**src/rtl/gmii_tx_framer.sv**
```systemverilog
// GMII transmit framer: preamble/SFD insertion, minimum-length padding,
// optional CRC-32 FCS append, underrun signalling and inter-frame gap.
// Build option: define TX_FCS_APPEND_EN to append the 4-byte FCS; without
// it the user supplies the FCS inside the data and frames end after DATA/PAD.
// gmii_txd/gmii_txen/gmii_txer are registered from the current state, so the
// wire lags the state by one cycle; tx_ready/tx_busy are aligned with the state.
module gmii_tx_framer #(
   parameter int unsigned IFG_BYTES = 12,
   parameter int unsigned MIN_FRAME = 60
) (
   input  logic       gmii_tx_clk,
   input  logic       rst_n,
   input  logic [7:0] tx_data,
   input  logic       tx_valid,
   input  logic       tx_last,
   output logic       tx_ready,
   output logic [7:0] gmii_txd,
   output logic       gmii_txen,
   output logic       gmii_txer,
   output logic       tx_busy
);

   localparam int unsigned CNT_W = 11;
   localparam int unsigned TMR_W = 8;

   localparam logic [CNT_W-1:0] CNT_MAX  = '1;
   localparam logic [CNT_W-1:0] MIN_CNT  = CNT_W'(MIN_FRAME);
   localparam logic [TMR_W-1:0] PRE_LAST = TMR_W'(6);
   localparam logic [TMR_W-1:0] IFG_LAST = TMR_W'(IFG_BYTES - 1);

   localparam logic [2:0] S_IDLE  = 3'd0;
   localparam logic [2:0] S_PRE   = 3'd1;
   localparam logic [2:0] S_SFD   = 3'd2;
   localparam logic [2:0] S_DATA  = 3'd3;
   localparam logic [2:0] S_PAD   = 3'd4;
   localparam logic [2:0] S_DRAIN = 3'd6;
   localparam logic [2:0] S_IFG   = 3'd7;
`ifdef TX_FCS_APPEND_EN
   localparam logic [2:0] S_FCS   = 3'd5;
   localparam logic [2:0] S_END   = S_FCS;
   localparam logic [31:0] CRC_INIT = 32'hFFFF_FFFF;
`else
   localparam logic [2:0] S_END   = S_IFG;
`endif

   logic [2:0]       state, state_nxt;
   logic [CNT_W-1:0] cnt, cnt_nxt, cnt_inc;
   logic [TMR_W-1:0] tmr, tmr_nxt;
   logic [7:0]       txd_nxt;
   logic             txen_nxt, txer_nxt, ready_nxt, busy_nxt;
   logic             accept;
`ifdef TX_FCS_APPEND_EN
   logic [31:0]      crc, crc_nxt, crc_fcs;

   // Reflected CRC-32 (poly 0x04C11DB7 -> 0xEDB88320), one byte per call
   function automatic logic [31:0] crc32_byte(input logic [31:0] c, input logic [7:0] d);
      logic [31:0] r;
      r = c ^ {24'd0, d};
      for (int k = 0; k < 8; k++) begin
         r = r[0] ? ((r >> 1) ^ 32'hEDB8_8320) : (r >> 1);
      end
      return r;
   endfunction

   assign crc_fcs = ~crc;
`endif

   assign accept  = tx_valid & tx_ready;
   assign cnt_inc = (cnt == CNT_MAX) ? cnt : cnt + CNT_W'(1);

   // Next-state, counter, CRC and next-output decode
   always_comb begin
      state_nxt = state;
      cnt_nxt   = cnt;
      tmr_nxt   = tmr;
      txd_nxt   = 8'h00;
      txen_nxt  = 1'b0;
      txer_nxt  = 1'b0;
`ifdef TX_FCS_APPEND_EN
      crc_nxt   = crc;
`endif
      case (state)
         S_IDLE: begin
            if (tx_valid) begin
               state_nxt = S_PRE;
               tmr_nxt   = '0;
               cnt_nxt   = '0;
`ifdef TX_FCS_APPEND_EN
               crc_nxt   = CRC_INIT;
`endif
            end
         end
         S_PRE: begin
            txd_nxt  = 8'h55;
            txen_nxt = 1'b1;
            if (tmr == PRE_LAST) state_nxt = S_SFD;
            else                 tmr_nxt   = tmr + TMR_W'(1);
         end
         S_SFD: begin
            txd_nxt   = 8'hD5;
            txen_nxt  = 1'b1;
            state_nxt = S_DATA;
         end
         S_DATA: begin
            txen_nxt = 1'b1;
            if (accept) begin
               txd_nxt = tx_data;
               cnt_nxt = cnt_inc;
`ifdef TX_FCS_APPEND_EN
               crc_nxt = crc32_byte(crc, tx_data);
`endif
               if (tx_last) begin
                  tmr_nxt   = '0;
                  state_nxt = (cnt_inc < MIN_CNT) ? S_PAD : S_END;
               end
            end else begin
               // underrun: one errored cycle, then swallow the rest of the frame
               txer_nxt  = 1'b1;
               state_nxt = S_DRAIN;
            end
         end
         S_PAD: begin
            txen_nxt = 1'b1;
            cnt_nxt  = cnt_inc;
`ifdef TX_FCS_APPEND_EN
            crc_nxt  = crc32_byte(crc, 8'h00);
`endif
            if (cnt_inc >= MIN_CNT) begin
               tmr_nxt   = '0;
               state_nxt = S_END;
            end
         end
`ifdef TX_FCS_APPEND_EN
         S_FCS: begin
            txen_nxt = 1'b1;
            txd_nxt  = 8'(crc_fcs >> {tmr[1:0], 3'b000});
            if (tmr[1:0] == 2'd3) begin
               tmr_nxt   = '0;
               state_nxt = S_IFG;
            end else begin
               tmr_nxt   = tmr + TMR_W'(1);
            end
         end
`endif
         S_DRAIN: begin
            if (accept && tx_last) begin
               tmr_nxt   = '0;
               state_nxt = S_IFG;
            end
         end
         S_IFG: begin
            if (tmr == IFG_LAST) begin
               // a waiting frame starts straight away so the gap stays exact
               if (tx_valid) begin
                  state_nxt = S_PRE;
                  tmr_nxt   = '0;
                  cnt_nxt   = '0;
`ifdef TX_FCS_APPEND_EN
                  crc_nxt   = CRC_INIT;
`endif
               end else begin
                  state_nxt = S_IDLE;
               end
            end else begin
               tmr_nxt = tmr + TMR_W'(1);
            end
         end
         default: state_nxt = S_IDLE;
      endcase
      ready_nxt = (state_nxt == S_DATA) || (state_nxt == S_DRAIN);
      busy_nxt  = (state_nxt != S_IDLE);
   end

   // State, counters and registered outputs
   always_ff @(posedge gmii_tx_clk or negedge rst_n) begin
      if (!rst_n) begin
         state     <= S_IDLE;
         cnt       <= '0;
         tmr       <= '0;
         gmii_txd  <= 8'h00;
         gmii_txen <= 1'b0;
         gmii_txer <= 1'b0;
         tx_ready  <= 1'b0;
         tx_busy   <= 1'b0;
`ifdef TX_FCS_APPEND_EN
         crc       <= CRC_INIT;
`endif
      end else begin
         state     <= state_nxt;
         cnt       <= cnt_nxt;
         tmr       <= tmr_nxt;
         gmii_txd  <= txd_nxt;
         gmii_txen <= txen_nxt;
         gmii_txer <= txer_nxt;
         tx_ready  <= ready_nxt;
         tx_busy   <= busy_nxt;
`ifdef TX_FCS_APPEND_EN
         crc       <= crc_nxt;
`endif
      end
   end

endmodule

```
**config.mk**
```make
export PLATFORM = sky130hd
export DESIGN_NAME = gmii_tx_framer
export DESIGN_NICKNAME = d
export VERILOG_FILES = /design/src/rtl/gmii_tx_framer.sv
export SDC_FILE = /design/constraint.sdc
export NUM_CORES = 1
export LEC_CHECK = 0
export CAP_MARGIN = 20
export CORE_MARGIN = 8
export CORE_UTILIZATION = 30
export CTS_CLUSTER_SIZE = 10
export DETAILED_ROUTE_END_ITERATION = 10
export GPL_ROUTABILITY_DRIVEN = 0
export PLACE_DENSITY_LB_ADDON = 0.2
export SKIP_CTS_REPAIR_TIMING = 1
export SLEW_MARGIN = 20
export SYNTH_ARGS = -nofsm -noshare
export SYNTH_HDL_FRONTEND = slang
export SYNTH_SLANG_ARGS = --single-unit
```
**constraint.sdc**
```tcl
create_clock -name gmii_tx_clk -period 2.71 [get_ports gmii_tx_clk]
set_input_delay 0.6775 -clock gmii_tx_clk [delete_from_list [all_inputs] [get_ports gmii_tx_clk]]
set_output_delay 0.6775 -clock gmii_tx_clk [all_outputs]
set_load 0.05 [all_outputs]
```
==> metrics.txt, run 1 <==
vias per inst=5.22; Chip Height=102 um; max cap viols=0; sum of negative setup slack=0 ns; Remaining DRCs=0; Root Buffer=clkbuf_8; placed cell area=2590 um2; Setup Viol. Count Final=0; CTS tree=yes; post-synthesis area per instance=9.10 um2; CTS Buf Count=5; Hold Path Class=in -> async; DIE WIDTH=102 um; share of layout cells above drive strength 1=14.5%; status=complete, no violations; wire per inst=15.3 um; Ports=24; post-layout min period=2.39 ns; period utilization=88.2%; Clk pin slew, worst setup/hold paths=0.07 ns; VDD IR-drop max=0.373 mV; Layout Nets=294; initial core utilization=30.9%; CP max stage delay=0.42 ns; Pwr Total=2.44 mW; #FFs+latches synth=34; Setup Crit Path Kind=reg -> reg; initial antenna violation count=0; Overflow after GRT=0; Peak Freq=419 MHz; YS warnings=0; fin area=2700 um2; via count=1,957; Post-Syn Area=2240 um2; Slew @ Worst Pin=0.769 ns; final number of hold-violating endpoints=0; Post-Syn Nets=265; Worst Setup Start Kind=flop; final wirelength=5.75 mm; critical path, cell by cell=ha_1, maj3_1, a22oi_1, a31o_1, o2111ai_4, and2b_4, a221o_1; sequential fraction of the synthesis area=38.0%; P&R area growth vs syn=20.6%; vias in the first global route=1,912; relative slew slack=48.7%; Finished Layout Cells=375; die area=10,500 um2; most common cell after layout, fill and taps aside=dfrtp_1; Top delay family on crit path=compound AO/OA/AOI/OAI gates; Clk Latency, worst-skew pair=0.28 ns; Slew Viols, Final=0; Post-DRT Antenna Nets=0; CTS H-Tree Depth=2; maximum clock path buffer count=2; Inst Count DP=367; Crit. End Element=flop; Req. time, crit path=2.88 ns; Worst Skew=0.00630 ns; most frequent cells in the layout=dfrtp_1, nand2_1, nor2_1, clkdlybuf4s50_1, a21oi_1; TritonRoute pass-1 iters=4; CP max FO=6; gr usage total=11.9%; Buf+Inv Stages, Crit Path=0; number of flops mapped to enable cells by yosys=0; first-pass GRT wire length=9.93 mm; Yosys cell types=64; Synth Instances=246; largest net degree at the start of global routing=35; Arr. time, crit path=2.56 ns; pwr dens=903 nW/um2; setup slack, reg-to-reg=0.32 ns; hpwl dp=4.23 mm; top_reg_cell synth=dfrtp_1; number of antenna diodes=0; I/O Buffers=23; Slowest cell on crit path=dfrtp_1; final core occ=37.2%; unrepaired setup endpoints after global routing=false; core area=7250 um2; share of synthesized registers carrying an async set or reset=100%; P_leak=1.13 nW; DR iter-0 viols=107; clk sink count=34; row count=31
==> metal layers <==
layer,track usage [%],routed length [um]
met5,0,0
met4,4.06,54
met3,1.91,194
met2,18.1,2610
met1,16.5,2890
==> state kept, by name, indices dropped and copies added (netlist names) <==
register   flops
tx_ready       1
gmii_txen      1
cnt           11
tmr            8
tx_busy        1
gmii_txer      1
state          3
gmii_txd       8
==> metrics by stage <==
stage	setup slack, ns	hold WS (ns)
2_1_floorplan	0.508	0.382
3_3_place_gp	0.127	0.522
4_1_cts	0.313	0.502
5_1_grt	0.184	0.530
6_report	0.321	0.472
3_5_place_dp	0.0718	0.533
==> final cells by class <==
cell class	instances	area, um2
fillers	768	4550
multi-input cells	193	1290
flip-flops and latches	34	851
repair buffers	34	308
well taps	99	124
clock buffers	7	76.3
clock inverters	1	30.0
inverters	7	26.3
==> report_power, final <==
group	total (mW)	internal, mW	switching (mW)	leakage, nW
combinational	1.27	0.489	0.781	0.622
clock	0.455	0.275	0.180	0.0524
sequential	0.714	0.606	0.108	0.459
total	2.44	1.37	1.07	1.13
==> synthesized netlist by cell type, types with 2 or more instances <==
cell type,number,share of area [%]
a221o_1,5,2.2
nand3_1,7,1.6
nor4_4,2,1.9
buf_2,4,0.89
clkbuf_1,3,0.50
o21ai_1,7,1.6
nand2_1,27,4.5
a22o_2,2,0.89
ha_1,7,3.9
a31o_2,3,1.2
buf_4,3,1.0
a31oi_1,7,2.0
nor3_1,4,0.89
or2_2,2,0.56
o22ai_1,2,0.56
inv_1,7,1.2
a22oi_1,2,0.67
nor2_1,22,3.7
nor3b_1,3,1.0
dfrtp_1,34,38
and4_4,2,1.0
buf_6,2,1.0
nor2b_1,4,1.1
nand4_1,3,0.84
a21oi_1,21,4.7
o31a_1,2,0.78
nand2b_1,2,0.56
and3_1,3,0.84
nor4_1,4,1.1
o31ai_1,2,0.67
and2_1,7,2.0
a41oi_1,3,1.2
o21ai_0,6,1.3
and3b_1,2,0.78
==> cell families after synthesis <==
group | count (synthesis) | synth area share [%]
flip-flops | 34 | 38.0
AO/OA/AOI/OAI | 78 | 24.9
AND/OR/NAND/NOR | 105 | 27.3
adder cells (fa/ha/maj) | 8 | 4.36
multiplexers | 2 | 0.950
buffers and inverters | 19 | 4.58
==> final timing paths <==
| path | endpoint | start | cells after the start |
|---|---|---|---|
| worst min-delay path | cnt[7] | rst_n | 1 |
| worst max register to register | tmr[7] | cnt[0] | 7 |
| min in group gmii_tx_clk | cnt[5] | cnt[5] | 2 |
| worst max-delay path | tmr[7] | cnt[0] | 7 |
| worst min register to register | cnt[5] | cnt[5] | 2 |
| max in group asynchronous | cnt[10] | rst_n | 1 |
No activity file was read; power rests on OpenSTA's default activity.
==> run 2, diff against run 1 <==
==> constraint.sdc (replaced) <==
create_clock -name gmii_tx_clk -period 2.1 [get_ports gmii_tx_clk]
set_input_delay 0.525 -clock gmii_tx_clk [delete_from_list [all_inputs] [get_ports gmii_tx_clk]]
set_output_delay 0.525 -clock gmii_tx_clk [all_outputs]
set_load 0.05 [all_outputs]
==> run 2 against run 1 <==
- hold slack got worse by 0.29 ns
- sequential power rose by 24%
- die area did not move
- cell count rose by 14%
- clock skew fell by 0.0011 ns
- critical endpoint is now tmr[6]
- largest cell class unchanged
- largest power group unchanged
==> metrics.txt, run 2 (synthesis gave the netlist of run 1 again) <==
Slew Viols, Final=0 (unchanged); final core occ=44.6% (+7.3 points); initial core utilization=30.9% (unchanged); CP max FO=7 (+1); maximum clock path buffer count=2 (unchanged); P_leak=1.42 nW (+25%); sum of negative setup slack=0 ns (unchanged); Peak Freq=480 MHz (+15%); Slew @ Worst Pin=0.514 ns (-0.255 ns); Reg with most FFs=cnt; vias per inst=5.10 (-2.4%); via count=2,181 (+11%); storage element area=856 um2 (+0.59%); max cap viols=0 (unchanged); number of antenna diodes=0 (unchanged); Slowest cell on crit path=dfrtp_1; Root Buffer=clkbuf_8; clk sink count=34 (unchanged); initial antenna violation count=0 (unchanged); biggest regs=cnt: 11 flops, gmii_txd: 8 flops, tmr: 8 flops; multi-input logic area=1400 um2 (+8.7%); CTS Buf Count=5 (unchanged); Clk pin slew, worst setup/hold paths=0.07 ns (about the same); I/O Buffers=23 (unchanged); Worst Skew=0.00519 ns (-0.00111 ns); core area=7250 um2 (unchanged); Clk Latency, worst-skew pair=0.29 ns (about the same); Ports=24 (unchanged); vias in the first global route=2,304 (+21%); TritonRoute pass-1 iters=4 (unchanged); NetSw=1.52 mW (+42%); die area=10,500 um2 (unchanged); CP max stage delay=0.40 ns (-0.02 ns); P&R area growth vs syn=44.4%; Gate power share=60.1% (+8.0 points); Worst Setup Start Kind=flop; gr busiest metal=met2; M3 GR Usage=2.38% (+0.48 points); row count=31 (unchanged); Crit. End Element=flop; wire per inst=15.0 um (-2.5%); period utilization=99.1% (+11 points); DR iter-0 viols=102 (-4.7%); CTS H-Tree Depth=2 (unchanged); DIE WIDTH=102 um (unchanged); VDD IR-drop max=0.545 mV (+46%); CTS tree=yes; gr usage total=13.0% (+1.1 points); switching share of power=43.0% (-0.79 points); Hold Path Class=in -> async; final wirelength=6.40 mm (+11%); Overflow after GRT=0 (unchanged); Fillers=729 (-5.1%); Clock power frac=14.9% (-3.8 points); Arr. time, crit path=2.26 ns (-0.30 ns); first-pass GRT wire length=10.9 mm (+9.4%); Setup Crit Path Kind=reg -> reg; Req. time, crit path=2.27 ns (-0.61 ns); unrepaired setup endpoints after global routing=true; hpwl dp=4.78 mm (+13%); Layout Nets=347 (+18%); Setup Viol. Count Final=0 (unchanged); most common cell after layout, fill and taps aside=buf_4; Seq pwr share=25.0% (-4.3 points); Remaining DRCs=0 (unchanged); Chip Height=102 um (unchanged); GRT met2 Usage=22.1% (+4.0 points); Int Pwr=2.01 mW (+47%); met1 global-route usage=15.8% (-0.70 points); share of layout cells above drive strength 1=37.4% (+23 points); largest net degree at the start of global routing=35 (unchanged); final number of hold-violating endpoints=0 (unchanged); post-layout min period=2.08 ns (-0.307 ns); critical path, cell by cell=ha_4, and4_4, nand4_1, a31o_4, o2111ai_4, nand2_4, a221o_1; most frequent cells in the layout=buf_4, dfrtp_1, nand2_1, nor2_1, a21oi_1; max reg flops=11 (unchanged); status=complete, no violations; relative slew slack=65.6% (+17 points); Post-DRT Antenna Nets=0 (unchanged); pwr dens=1090 nW/um2 (+21%)
-- run 2: changes by cell type in the layout (fill, tap and decap cells not counted), sizes merged --
cell and change:
clkdlybuf4s50 -3, clkinv +1, dlymetal6s2s +2, clkbuf -1, bufinv -1, clkinvlp +1
buf +54
-- run 2: final timing paths --
path	from	to	slack (ns)	cells past startpoint
hold / removal	rst_n	gmii_txd[5]	0.19	2
min in group gmii_tx_clk	cnt[5]	cnt[5]	0.56	2
setup reg to reg	cnt[1]	tmr[6]	0.02	7
hold reg to reg	cnt[5]	cnt[5]	0.56	2
setup / recovery	cnt[1]	tmr[6]	0.02	7
max in group asynchronous	rst_n	state[0]	1.72	2
-- run 2: power groups by stage --
stage               registers, mW  clock network (mW)  logic (mW)
floorplan                    1.14                   0       0.939
global placement            0.902                   0        1.92
detailed placement          0.896                   0        1.93
CTS                         0.886               0.541        1.93
global route                0.906               0.570        2.32
finish                      0.886               0.525        2.13
-- run 2: area by class of cell --
type	instances	area share (%)
Multi-Input combinational cell	193	43.2
Timing Repair Buffer	87	22.7
Clock inverter	2	0.387
Inverter	7	0.812
Tap cell	99	3.83
Sequential cell	34	26.5
Clock buffer	6	2.55
-- run 2: through the flow --
step                      setup WS, ns  hold WS, ns  cells  area (um2)  total power [mW]
after floorplan                 0.0106        0.229    246        2250              2.08
final                           0.0183        0.186    428        3230              3.54
after global placement          -0.273        0.499    410        2930              2.82
after detailed placement        -0.351        0.504    410        2930              2.83
after CTS                      -0.0832        0.187    418        3030              3.36
after global routing           -0.0705        0.196    428        3230              3.79
-- run 2: critical path: cells and delay by family, from the launching register on --
kind	cells	cell delay, ns
compound gates	3	0.92
fa+ha+maj	1	0.17
flops	1	0.40
simple gates	3	0.48
-- run 2: metal layers --
layer	wire, um	share of wire, %
met4	107	1.7
met3	276	4.3
met5	0	0
met2	3090	48
met1	2930	46
==> run 3, diff against run 2 <==
--- a/config.mk
+++ b/config.mk
@@ -11,6 +11,7 @@
 export CTS_CLUSTER_SIZE = 10
 export DETAILED_ROUTE_END_ITERATION = 10
 export GPL_ROUTABILITY_DRIVEN = 0
+export GPL_TIMING_DRIVEN = 0
 export PLACE_DENSITY_LB_ADDON = 0.2
 export SKIP_CTS_REPAIR_TIMING = 1
 export SLEW_MARGIN = 20
==> run 3 against run 2 <==
- the run now ends with negative setup slack left
- hold slack better by 0.0042 ns
- die area unchanged
- largest cell class unchanged
- routed wire length down 4.7%
- clock-buffer cell count up 1
- sequential share of layout area up 1.6 points
- clock power down 4.0%
- flip-flop and latch count unchanged
- global-route usage down 1.3 points
- fmax down 2.3%
- cell count down 7.0%
==> metrics.txt, run 3 (synthesis gave the netlist of run 1 again) <==
status=finished with violations; failing checks=negative setup slack; Layout Nets=317 (-8.6%); DR iter-0 viols=139 (+36%); maximum clock path buffer count=2 (unchanged); pwr dens=1120 nW/um2 (+2.4%); number of antenna diodes=0 (unchanged); period utilization=101% (+2.3 points); Clk Latency, worst-skew pair=0.29 ns (about the same); final wirelength=6.10 mm (-4.7%); core area=7250 um2 (unchanged); Min Hold Slack=0.190 ns (+0.00423 ns); Post-DRT Antenna Nets=0 (unchanged); r2r worst-path depth=7 (unchanged); Fillers=715 (-1.9%); vias in the first global route=1,941 (-16%); hpwl dp=4.22 mm (-12%); Setup Viol. Count Final=5 (+5); R2R Path End=tmr[7]; clk sink count=34 (unchanged); Setup Crit Path Kind=reg -> reg; Inst Count DP=369 (-10%); Slew @ Worst Pin=0.526 ns (+0.0117 ns); Reg with most FFs=cnt; Pwr Total=3.41 mW (-3.5%); max reg flops=11 (unchanged); Req. time, crit path=2.27 ns (about the same); first-pass GRT wire length=9.62 mm (-11%); share of layout cells above drive strength 1=30.4% (-7.0 points); wire per inst=15.3 um (+2.4%); P_leak=1.29 nW (-9.3%); metal3 WL=302 um (+9.4%); biggest regs=cnt: 11 flops, gmii_txd: 8 flops, tmr: 8 flops; M1 WL=2.74 mm (-6.6%); max cap viols=0 (unchanged); unrepaired setup endpoints after global routing=true; Overflow after GRT=0 (unchanged); pre-CTS setup slack=-0.616 ns (-0.266 ns); R2R Path Start=cnt[1]; final number of hold-violating endpoints=0 (unchanged); CTS H-Tree Depth=2 (unchanged); Remaining DRCs=0 (unchanged); DIE WIDTH=102 um (unchanged); post-layout min period=2.13 ns (+0.0485 ns); Peak Freq=469 MHz (-2.3%); CP max FO=7 (unchanged); initial core utilization=30.9% (unchanged); Root Buffer=clkbuf_8; Worst Skew=0.00769 ns (+0.00250 ns); row count=31 (unchanged); I/O Buffers=23 (unchanged); relative slew slack=64.8% (-0.78 points); VDD IR-drop max=0.319 mV (-41%); TritonRoute pass-1 iters=4 (unchanged); final worst-path setup slack=-0.0302 ns (-0.0485 ns); Ports=24 (unchanged); Arr. time, crit path=2.30 ns (+0.04 ns); metal2 WL=2.98 mm (-3.4%); Crit. End Element=flop; largest net degree at the start of global routing=19 (-46%); CTS tree=yes; vias per inst=5.20 (+2.1%); Worst Setup Start Kind=flop; die area=10,500 um2 (unchanged); via count=2,071 (-5.0%); most frequent cells in the layout=dfrtp_1, nand2_1, buf_4, nor2_1, a21oi_1; setup slack, reg-to-reg=-0.03 ns (-0.05 ns); Chip Height=102 um (unchanged); Hold Path Class=in -> async; P&R area growth vs syn=36.2%; Slew Viols, Final=0 (unchanged); most common cell after layout, fill and taps aside=dfrtp_1; Top Metal Used=met4; initial antenna violation count=0 (unchanged); Finished Layout Cells=398 (-7.0%); gr usage total=11.7% (-1.3 points); CTS Buf Count=5 (unchanged); Clk pin slew, worst setup/hold paths=0.07 ns (about the same)
==> run 3: worst max path at each step <==
stage | startpoint | to | slack [ns] | depth (start not counted)
floorplan | cnt[0] | tmr[6] | 0.01 | 7
global placement | tx_valid | tmr[4] | -0.61 | 8
detailed placement | tx_valid | tmr[7] | -0.62 | 8
CTS | state[1] | tx_busy | -0.39 | 9
global route | cnt[0] | tmr[7] | -0.09 | 7
finish | cnt[1] | tmr[7] | -0.03 | 7
==> run 3: report_power, final <==
group / internal (mW) / total [mW] / switching (mW)
logic: 0.865 / 2.01 / 1.15
clock network: 0.265 / 0.504 / 0.240
registers: 0.786 / 0.896 / 0.110
total: 1.92 / 3.41 / 1.50
==> run 3: cell type report <==
cell class / count / area, um2 / area share [%]
repair buffers: 49 / 449 / 14.7
inverters: 7 / 26.3 / 0.861
clock inverters: 1 / 5.00 / 0.164
multi-input cells: 193 / 1440 / 47.1
flip-flops and latches: 34 / 855 / 28.0
clock buffers: 7 / 86.3 / 2.83
well taps: 99 / 124 / 4.06
plain buffers: 8 / 68.8 / 2.26
==> run 3: metal layers <==
layer / track usage (%) / vias to the layer above
li1: - / 1024
met1: 14.5 / 991
met2: 19.5 / 51
met3: 2.59 / 5
met4: 4.06 / 0
met5: 0 / -
==> run 3: metrics by stage <==
step                area [um2]  utilization (%)  setup TNS [ns]
finish                    3050             42.1          -0.110
CTS                       2720             37.5           -4.06
floorplan                 2250                -               0
global placement          2610             36.0          -19.89
detailed placement        2630             36.3           -8.31
global route              3050             42.1          -0.738
==> run 3: worst max-delay path, cell delays in order, from the launching register on <==
cell       delay [ns]
dfrtp_1          0.42
ha_4             0.18
and4_4           0.25
nand4_1          0.13
a31o_4           0.28
o2111ai_4        0.30
nand2_4          0.13
a221o_1          0.33
